<file path="config.mk">
export PLATFORM = sky130hd
export DESIGN_NAME = intc_ctrl
export DESIGN_NICKNAME = d
export VERILOG_FILES = /design/src/rtl/intc_pkg.sv /design/src/rtl/intc_prio_enc.sv /design/src/rtl/intc_ctrl.sv
export SDC_FILE = /design/constraint.sdc
export NUM_CORES = 1
export LEC_CHECK = 0
export ABC_AREA = 1
export BUFFER_PORTS_ARGS = -buffer_cell sky130_fd_sc_hd__buf_2
export CORE_UTILIZATION = 45
export CTS_CLUSTER_SIZE = 30
export DETAILED_ROUTE_END_ITERATION = 6
export GPL_TIMING_DRIVEN = 0
export PLACE_DENSITY = 0.81
export SYNTH_ARGS = -nofsm -noshare
export SYNTH_HDL_FRONTEND = slang
export SYNTH_SLANG_ARGS = --single-unit
</file>
<file path="constraint.sdc">
create_clock -name clk -period 2.9 [get_ports clk]
set_input_delay 0.29 -clock clk [delete_from_list [all_inputs] [get_ports clk]]
set_output_delay 0.29 -clock clk [all_outputs]
set_load 0.1 [all_outputs]
</file>
<file path="src/rtl/intc_pkg.sv">
// Shared definitions for the intc_ctrl interrupt controller: register offsets,
// FSM state encoding and field positions.
package intc_pkg;

    localparam logic [1:0] REG_MASK = 2'd0;
    localparam logic [1:0] REG_PEND = 2'd1;
    localparam logic [1:0] REG_MODE = 2'd2;
    localparam logic [1:0] REG_ID   = 2'd3;

    localparam int ID_W_DEF  = 3;
    localparam int VALID_BIT = 31;

    typedef enum logic {
        ST_IDLE    = 1'b0,
        ST_SERVICE = 1'b1
    } state_e;

endpackage

</file>
<file path="src/rtl/intc_prio_enc.sv">
// Rotating-start priority encoder: returns the first set request found when
// scanning upward from start_i, wrapping modulo N_SRC.
module intc_prio_enc #(
    parameter int N_SRC = 6,
    parameter int ID_W  = 3
) (
    input  logic [N_SRC-1:0] req_i,
    input  logic [ID_W-1:0]  start_i,
    output logic [ID_W-1:0]  id_o,
    output logic             any_o
);

    // Pick the request with the smallest wrapped distance from start_i.
    always_comb begin
        int start_v;
        int dist_v;
        int best_v;
        start_v = int'(start_i);
        best_v  = N_SRC;
        dist_v  = 0;
        id_o    = '0;
        any_o   = 1'b0;
        for (int j = 0; j < N_SRC; j++) begin
            if (j >= start_v) begin
                dist_v = j - start_v;
            end else begin
                dist_v = j + N_SRC - start_v;
            end
            if (req_i[j] && (dist_v < best_v)) begin
                best_v = dist_v;
                id_o   = ID_W'(j);
                any_o  = 1'b1;
            end else begin
                best_v = best_v;
            end
        end
    end

endmodule

</file>
<file path="src/rtl/intc_ctrl.sv">
// Register-mapped interrupt controller: latches and masks requests, then holds one
// selected source on hw_int until EOI. Define INTC_ROUND_ROBIN_EN for rotating priority.
module intc_ctrl
    import intc_pkg::*;
#(
    parameter int N_SRC = 6,
    parameter int ID_W  = ID_W_DEF
) (
    input  logic             clk,
    input  logic             rst_n,
    input  logic [29:0]      Addr,
    input  logic             WE,
    input  logic [31:0]      Din,
    output logic [31:0]      Dout,
    input  logic [N_SRC-1:0] irq_in,
    output logic [N_SRC-1:0] hw_int,
    output logic             busy
);

    logic [N_SRC-1:0] mask_q, mask_d;
    logic [N_SRC-1:0] mode_q, mode_d;
    logic [N_SRC-1:0] pend_q, pend_d;
    logic [N_SRC-1:0] irq_prev_q;
    logic [N_SRC-1:0] hw_int_q, hw_int_d;
    logic [ID_W-1:0]  sel_q, sel_d;
    state_e           state_q, state_d;

    logic [1:0]       reg_sel_s;
    logic [N_SRC-1:0] eligible_s;
    logic [N_SRC-1:0] clr_s;
    logic             eoi_s;
    logic             sel_elig_s;
    logic [ID_W-1:0]  start_s;
    logic [ID_W-1:0]  enc_id_s;
    logic             enc_any_s;
    logic             unused_s;

    function automatic logic [N_SRC-1:0] onehot(input logic [ID_W-1:0] idx);
        logic [N_SRC-1:0] v;
        v = '0;
        for (int i = 0; i < N_SRC; i++) begin
            v[i] = (idx == ID_W'(i));
        end
        return v;
    endfunction

    assign reg_sel_s  = Addr[1:0];
    assign unused_s   = ^{Addr[29:2], Din[31:N_SRC]};
    assign eligible_s = pend_q & mask_q;
    assign eoi_s      = WE && (reg_sel_s == REG_ID) && (state_q == ST_SERVICE);
    assign sel_elig_s = |(eligible_s & onehot(sel_q));
    assign clr_s      = ((WE && (reg_sel_s == REG_PEND)) ? Din[N_SRC-1:0] : {N_SRC{1'b0}})
                      | (eoi_s ? onehot(sel_q) : {N_SRC{1'b0}});

    intc_prio_enc #(
        .N_SRC (N_SRC),
        .ID_W  (ID_W)
    ) u_prio_enc (
        .req_i   (eligible_s),
        .start_i (start_s),
        .id_o    (enc_id_s),
        .any_o   (enc_any_s)
    );

`ifdef INTC_ROUND_ROBIN_EN
    logic [ID_W-1:0] rr_ptr_q, rr_ptr_d;

    // Pointer advances past an acknowledged source; cancelled services leave it alone.
    always_comb begin
        if (eoi_s) begin
            if (sel_q == ID_W'(N_SRC - 1)) begin
                rr_ptr_d = '0;
            end else begin
                rr_ptr_d = sel_q + ID_W'(1);
            end
        end else begin
            rr_ptr_d = rr_ptr_q;
        end
    end

    // Round-robin pointer register.
    always_ff @(posedge clk or negedge rst_n) begin
        if (!rst_n) begin
            rr_ptr_q <= '0;
        end else begin
            rr_ptr_q <= rr_ptr_d;
        end
    end

    assign start_s = rr_ptr_q;
`else
    assign start_s = '0;
`endif

    // Register writes and pending latch; on an edge bit a new edge beats any clear.
    always_comb begin
        if (WE && (reg_sel_s == REG_MASK)) begin
            mask_d = Din[N_SRC-1:0];
        end else begin
            mask_d = mask_q;
        end
        if (WE && (reg_sel_s == REG_MODE)) begin
            mode_d = Din[N_SRC-1:0];
        end else begin
            mode_d = mode_q;
        end
        pend_d = '0;
        for (int i = 0; i < N_SRC; i++) begin
            if (mode_q[i]) begin
                pend_d[i] = (irq_in[i] & ~irq_prev_q[i]) | (pend_q[i] & ~clr_s[i]);
            end else begin
                pend_d[i] = irq_in[i];
            end
        end
    end

    // Register file state.
    always_ff @(posedge clk or negedge rst_n) begin
        if (!rst_n) begin
            mask_q     <= '0;
            mode_q     <= '0;
            pend_q     <= '0;
            irq_prev_q <= '0;
        end else begin
            mask_q     <= mask_d;
            mode_q     <= mode_d;
            pend_q     <= pend_d;
            irq_prev_q <= irq_in;
        end
    end

    // FSM next state: selection is frozen for the whole service.
    always_comb begin
        state_d = state_q;
        sel_d   = sel_q;
        case (state_q)
            ST_IDLE: begin
                if (enc_any_s) begin
                    state_d = ST_SERVICE;
                    sel_d   = enc_id_s;
                end else begin
                    state_d = ST_IDLE;
                end
            end
            ST_SERVICE: begin
                if (eoi_s || !sel_elig_s) begin
                    state_d = ST_IDLE;
                end else begin
                    state_d = ST_SERVICE;
                end
            end
            default: begin
                state_d = ST_IDLE;
            end
        endcase
    end

    // hw_int tracks the state being entered so it lines up with busy.
    always_comb begin
        if (state_d == ST_SERVICE) begin
            hw_int_d = onehot(sel_d);
        end else begin
            hw_int_d = '0;
        end
        Dout = '0;
        case (reg_sel_s)
            REG_MASK: Dout[N_SRC-1:0] = mask_q;
            REG_PEND: Dout[N_SRC-1:0] = pend_q;
            REG_MODE: Dout[N_SRC-1:0] = mode_q;
            REG_ID: begin
                if (state_q == ST_SERVICE) begin
                    Dout[VALID_BIT]  = 1'b1;
                    Dout[ID_W-1:0]   = sel_q;
                end else begin
                    Dout = '0;
                end
            end
            default: Dout = '0;
        endcase
    end

    // FSM state, selection and CPU request registers.
    always_ff @(posedge clk or negedge rst_n) begin
        if (!rst_n) begin
            state_q  <= ST_IDLE;
            sel_q    <= '0;
            hw_int_q <= '0;
        end else begin
            state_q  <= state_d;
            sel_q    <= sel_d;
            hw_int_q <= hw_int_d;
        end
    end

    assign hw_int = hw_int_q;
    assign busy   = (state_q == ST_SERVICE);

endmodule
</file>
==> impl_summary.txt, run 1 <==
----------------------------------------------------
[Die]
  Num rows ... 23
  Chip width ... 67.7 um
  Area of the die ... roughly 4600 sq um
  Die extent in y ... roughly 68 um
  Initial Util ... 0.476
  Standard cell core area ... 4090 sq um
  Count of pins on the block boundary ... 110

[Setup path]
  Setup CP Type ... in2out
  Crit path DAT ... between 1.5 and 2 ns
  Kind of start point of the critical path ... primary input
  Crit. End Element ... output pin
  CP Data Required Time ... 2.61 ns
  Worst-path fanout max ... 6

[Synthesis]
  Fraction of the mapped netlist area in compound gates ... 0.0863
  Synth Warn # ... 0
  Largest family of logic cells by synthesized area ... simple AND/OR/NAND/NOR gates
  Xor and xnor fraction of the mapped netlist area ... 0
  Synthesized area divided by synthesized cell count ... around 8.2 sq um
  Total of flip-flops plus latches after synthesis ... 34
  Post-synthesis share of cell area spent on and, or, nand and nor gates ... 0.324
  Post-synthesis adder-cell area fraction ... 0
  Cell area after synthesis ... 1940 sq um
  Main flop type after synthesis ... dfrtp_1
  Count of different cell masters after synthesis ... 29
  Gate Count Post-Synth ... 236
  Fraction of the yosys area taken by sequential cells ... 0.438
  Post-synthesis mux area share ... 0
  Number of enable-type register cells in the synthesized netlist ... 0
  Proportion of synthesized flip-flops having asynchronous set or reset ... 1.00

[Clocking]
  Clock sink count ... 34
  Clock latency on the worst-skew pair ... 0.28 ns
  Number of buffers added to fix hold violations after cts ... 0
  Total setup buffers inserted after CTS ... 0
  CTS Buf Count ... 5
  Clock root buffer master ... clkbuf_8
  # H-tree levels ... 2
  CTS Buffer Depth ... 2
  Clock-pin slew of the registers on the worst-case setup and hold paths ... ~0.070 ns
  PostCTS Resize Cnt ... 0
  TritonCTS clock tree ... done

[Placed design]
  HPWL reported at the end of detailed placement ... 3.13 mm
  Gp weighted congestion ... 0.897
  Number of input and output port buffers inserted ... 30

[STA]
  Final period utilization ... 0.690
  Hold Fails Final Rpt ... 0
  Total of endpoints with negative setup slack in the final report ... 0
  Total Neg Setup Slack ... 0 ns
  Highest Clock Rate ... about 500 MHz
  Relative max-transition margin ... 0.509
  Shortest clock period the worst path allows after layout ... around 2.0 ns
  Worst Max-Slew Pin Slew ... 0.736 ns
  Fin Clk Skew ... 0.00818 ns
  Setup repair after global routing missed its margin ... false
  Final count of pins violating max slew ... 0

[Cells and area]
  Fraction of layout instances using a drive strength above 1 ... 0.339
  Sequential cell area ... 851 sq um
  Filler cell count in the final layout ... roughly 380
  Final antenna diode count ... 0
  End-of-flow core utilization ... 0.576
  Nets ... 368
  Area growth from synthesis to layout ... 21.1%
  Area taken by multi-input logic gates ... 907 sq um

[GRT]
  Leftover overflow at the end of global routing ... 0
  Maximum number of pins on one net before global-route repair ... 35
  Initial antenna violation count ... 0
  Aggregate global-route resource usage ... 0.198
  Via count of the first global-routing pass ... approximately 1,500
  Wire length of the first global-routing pass ... 6.49 mm

[Run]
  MaxCap Viol Count ... 0

[Detailed routing]
  Number of vias after detailed routing ... 1,634
  Number of detailed-route iterations in the first pass ... 4
  Vias per Instance ... 4.70
  Final routed wire length divided by cell count ... 11.5 um
  Number of design-rule violations left by the first detailed-router iteration ... 68
  Detail Route Antenna Nets ... 0
  Total length of routed wires ... 4.01 mm
  Detailed-route DRC error count ... 0

[Power and ir drop]
  IR Drop Worst-Case VDD ... 0.317 mV
  Leakage dissipation ... 0.00129 uW
  P per Cell Area ... 845 nW/um^2

[Outcome]
  Result of the run ... completed

[Hold path]
  Hold Path Class ... in2async

----------------------------------------------------
-- sequential cells by signal, summed over array words and instances, names as in the netlist --
signal and flops:
mask_q 6, pend_q 6, busy 1, hw_int 6, irq_prev_q 6, mode_q 6, sel_q 3
-- per-layer routing --
| layer | vias up | track usage | share of wire |
|---|---|---|---|
| met3 | 8 | 0.0541 | 0.063 |
| met1 | 751 | 0.236 | 0.44 |
| li1 | 818 | - | - |
| met5 | - | 0 | 0 |
| met4 | 0 | 0.0878 | 0.017 |
| met2 | 57 | 0.330 | 0.48 |
-- power by group --
| group | leakage (uW) | total [uW] | switching [uW] | internal (uW) |
|---|---|---|---|---|
| Clock | 0.0000482 | 354 | 163 | 191 |
| Sequential | 0.000422 | 649 | 87.7 | 561 |
| Combinational | 0.000820 | 985 | 779 | 206 |
| Total | 0.00129 | 1990 | 1030 | 959 |
-- critical path, stage by stage --
cell,delay [ns]
buf_2,0.18
inv_1,0.11
nor2_1,0.42
nand2_1,0.13
o2111ai_2,0.12
buf_2,0.46
-- synth_stat cells (3+ instances only) --
cell	count	area share
nand4_1	7	0.023
buf_4	25	0.097
nor2_1	12	0.023
inv_2	5	0.0097
nand2_2	8	0.026
nand2_4	4	0.023
inv_1	17	0.033
nand2_1	73	0.14
dfrtp_1	34	0.44
nand3_1	16	0.041
o21ai_2	6	0.027
o21ai_1	3	0.0077
o21ai_0	6	0.015
-- cell type report --
| class | instances | share of cell area |
|---|---|---|
| Inverter | 23 | 0.0372 |
| Buffer | 27 | 0.0867 |
| Clock buffer | 7 | 0.0367 |
| Timing Repair Buffer | 30 | 0.0638 |
| Multi-Input combinational cell | 176 | 0.385 |
| Tap cell | 50 | 0.0266 |
| Clock inverter | 1 | 0.00213 |
| Sequential cell | 34 | 0.362 |
-- cells in the final DEF, fill, tap and decap left out, types with 2 or more instances in the layout --
master    instances
nand2_2           8
nand3_2           2
nor2_4            2
dfrtp_1          34
a22oi_1           2
conb_1           25
inv_1            17
nand4_1           7
nor2_1           12
inv_2             5
buf_4            25
o21ai_2           6
o21ai_0           6
buf_2            31
clkinv_2          2
nand3_1          14
nor2_2            2
o21ai_1           3
nand2_1          73
clkbuf_8          6
o21ai_4           2
nand2_4           4
-- stage by stage --
stage,hold WS [ns],instance area [sq um],total power [uW],cells,setup WS [ns]
floorplan,-0.00559,2050,1490,260,0.132
global placement,0.393,2260,1620,340,0.933
detailed placement,0.401,2260,1640,340,0.942
CTS,0.0956,2350,2000,348,0.940
global route,0.116,2350,2100,348,0.859
finish,0.0627,2350,1990,348,0.900
-- kinds of logic after synthesis --
logic type,after synthesis
compound gates,22
buf+inv,50
flops,34
other cells,1
simple gates,129
-- worst paths after layout --
kind | from | end | slack [ns] | depth (start not counted)
max reg2reg | mask_q[5]$_DFFE_PN0P_ | hw_int[0]$_DFF_PN0_ | 1.50 | 9
min | rst_n | hw_int[4]$_DFF_PN0_ | 0.06 | 1
max | Addr[0] | Dout[0] | 0.90 | 6
min in group clk | irq_in[3] | irq_prev_q[3]$_DFF_PN0_ | 0.12 | 1
min reg2reg | irq_prev_q[3]$_DFF_PN0_ | pend_q[3]$_DFF_PN0_ | 0.49 | 3
max in group asynchronous | rst_n | sel_q[0]$_DFF_PN0_ | 2.35 | 1
Note: power is estimated with default switching activity, not from simulation.
==> run 2, diff against run 1 <==
--- a/config.mk
+++ b/config.mk
@@ -7,11 +7,11 @@
 export LEC_CHECK = 0
 export ABC_AREA = 1
 export BUFFER_PORTS_ARGS = -buffer_cell sky130_fd_sc_hd__buf_2
-export CORE_UTILIZATION = 45
+export CORE_UTILIZATION = 40
 export CTS_CLUSTER_SIZE = 30
 export DETAILED_ROUTE_END_ITERATION = 6
 export GPL_TIMING_DRIVEN = 0
-export PLACE_DENSITY = 0.81
+export PLACE_DENSITY = 0.77
 export SYNTH_ARGS = -nofsm -noshare
 export SYNTH_HDL_FRONTEND = slang
 export SYNTH_SLANG_ARGS = --single-unit
==> constraint.sdc (replaced) <==
create_clock -name clk -period 1.64 [get_ports clk]
set_input_delay 0.164 -clock clk [delete_from_list [all_inputs] [get_ports clk]]
set_output_delay 0.164 -clock clk [all_outputs]
set_load 0.1 [all_outputs]
==> run 2 against run 1 <==
Effect of this change:
- global-route usage fell by 2.2 points
- clock-buffer cell count is the same
- die area up 12%
- via count grew 2.1%
- worst hold slack got worse by 0.051 ns
- sequential power rose by 77%
- cell count grew 3.4%
- final area rose by 6.8%
- sequential share of layout area shrank 2.1 points
- power increased by 83%
- largest power group unchanged
- core utilization shrank 1.8 points
- combinational power increased by 89%
==> impl_summary.txt, run 2 (synthesis results as in run 1) <==
----------------------------------------------------
[Clocking]
  Clock root buffer master ... clkbuf_8
  Clock latency on the worst-skew pair ... 0.29 ns
  TritonCTS clock tree ... done
  # H-tree levels ... 2
  CTS Buf Count ... 5
  Clock-pin slew of the registers on the worst-case setup and hold paths ... roughly 0.07 ns
  Clock sink count ... 34
  CTS Buffer Depth ... 2

[Setup path]
  Register-to-register setup slack ... 0.22 ns
  Setup CP Type ... reg2out
  CP Data Required Time ... 1.48 ns
  Kind of start point of the critical path ... register
  Crit path DAT ... 1.44 ns
  Crit. End Element ... output pin
  Worst-path fanout max ... 3

[STA]
  Final count of pins violating max slew ... 0
  Highest Clock Rate ... roughly 620 MHz
  Fin Clk Skew ... 0.00799 ns
  Relative max-transition margin ... 0.496
  Shortest clock period the worst path allows after layout ... 1.61 ns
  Total Neg Setup Slack ... 0 ns
  Final period utilization ... 0.980
  Worst Max-Slew Pin Slew ... 0.756 ns
  Total of endpoints with negative setup slack in the final report ... 0
  Hold Fails Final Rpt ... 0
  Setup repair after global routing missed its margin ... true
  Final Hold Slack ... 0.0120 ns

[Detailed routing]
  Number of vias after detailed routing ... 1,668
  Detailed-route DRC error count ... 0
  Number of detailed-route iterations in the first pass ... 4
  Final routed wire length divided by cell count ... 11.4 um
  Number of design-rule violations left by the first detailed-router iteration ... 129
  Total length of routed wires ... 4.09 mm
  Detail Route Antenna Nets ... 0
  Vias per Instance ... around 4.6

[Power and ir drop]
  P per Cell Area ... 1450 nW/um^2
  Switching power ... roughly 1900 uW
  Clk network pwr share ... 0.174
  Power share of the combinational group ... 0.510
  Internal ... 1780 uW
  Proportion of total power due to net switching ... 0.511
  Share of total power in sequential cells ... 0.316
  IR Drop Worst-Case VDD ... 0.712 mV
  Leakage dissipation ... roughly 0.0013 uW

[Cells and area]
  Filler cell count in the final layout ... about 420
  Area growth from synthesis to layout ... 29.3%
  Most frequent cells in the layout ... nand2_1, dfrtp_1, buf_4
  Final antenna diode count ... 0
  Nets ... 378
  Most common cell after layout, fill and taps aside ... nand2_1
  Fraction of layout instances using a drive strength above 1 ... 0.357

[GRT]
  Leftover overflow at the end of global routing ... 0
  Aggregate global-route resource usage ... 0.176
  Initial antenna violation count ... 0
  Maximum number of pins on one net before global-route repair ... 35
  Wire length of the first global-routing pass ... 6.81 mm
  Via count of the first global-routing pass ... ~1,500

[Placed design]
  HPWL reported at the end of detailed placement ... 3.05 mm
  Gp weighted congestion ... 0.880
  Number of input and output port buffers inserted ... 30

[Hold path]
  Hold Path Class ... in2reg

[Die]
  Chip width ... just over 70 um
  Num rows ... 24
  Standard cell core area ... 4500 sq um
  Initial Util ... 0.431
  Area of the die ... slightly above 5000 sq um
  Count of pins on the block boundary ... 110
  Die extent in y ... approximately 72 um

[Run]
  MaxCap Viol Count ... 0

[Outcome]
  Result of the run ... completed

----------------------------------------------------
## run 2: changes by cell type in the layout (fill, tap and decap cells not counted), moves of 2 or more
cell,previous run,this run
a22oi_2,0,2
buf_2,31,28
dlygate4sd3_1,0,6
buf_4,25,29
nand3_4,1,3
nand3_2,2,0
a22oi_1,2,0
## run 2: area by class of cell
class	count	area (sq um)	area share
multi-input cells	176	935	0.372
flip-flops and latches	34	855	0.340
repair buffers	40	272	0.108
plain buffers	27	204	0.0812
inverters	23	91.3	0.0364
clock buffers	7	86.3	0.0344
well taps	52	65.1	0.0259
clock inverters	1	5.00	0.00199
## run 2: critical path: stages, from the launching register on
cell and delay [ns]:
dfrtp_4 0.49, nand3_4 0.08, clkinvlp_4 0.11, a22oi_2 0.21
nand3_4 0.10, buf_12 0.17
## run 2: what timing repair did
action                                  CTS  global route
gates resized for setup                   7             3
hold buffers                              6             0
cloned                                    0             0
setup buffers                             2             2
endpoints found under the hold margin    39             0
pin swaps                                 1             2
endpoints found under the setup margin    6             2
## run 2: metrics by stage
stage               instance area, sq um   util  worst slack, ns  power (uW)  instances
global placement                    2300  0.510           -0.106        2910        342
detailed placement                  2300  0.510           -0.142        2940        342
global route                        2510  0.558          -0.0377        3850        360
finish                              2510  0.558           0.0328        3640        360
floorplan                           2080      -           -0.385        2660        260
CTS                                 2480  0.552         0.000135        3630        358
## run 2: path summary, 6_finish.rpt
kind                                         startpoint                       to  cells after the start
worst max-delay path                     busy$_DFF_PN0_                  Dout[2]                      5
worst min-delay path                          irq_in[0]  irq_prev_q[0]$_DFF_PN0_                      1
worst max register to register           busy$_DFF_PN0_      hw_int[0]$_DFF_PN0_                      9
worst min register to register  irq_prev_q[3]$_DFF_PN0_      pend_q[3]$_DFF_PN0_                      3
max in group asynchronous                         rst_n           busy$_DFF_PN0_                      2
min in group asynchronous                         rst_n      hw_int[2]$_DFF_PN0_                      2
## run 2: routing by layer
| layer | track usage | part of all wire | routed length [um] |
|---|---|---|---|
| met4 | 0.0850 | 0.024 | 98 |
| met1 | 0.239 | 0.47 | 1910 |
| met3 | 0.0380 | 0.062 | 255 |
| met2 | 0.267 | 0.45 | 1830 |
| met5 | 0 | 0 | 0 |
## run 2: power groups by stage
stage                     clock network [uW]  registers (uW)  logic, uW
after floorplan                            0            1490       1170
after global placement                     0            1180       1730
after detailed placement                   0            1180       1750
after CTS                                650            1150       1830
after global routing                     689            1170       1980
final                                    633            1150       1860
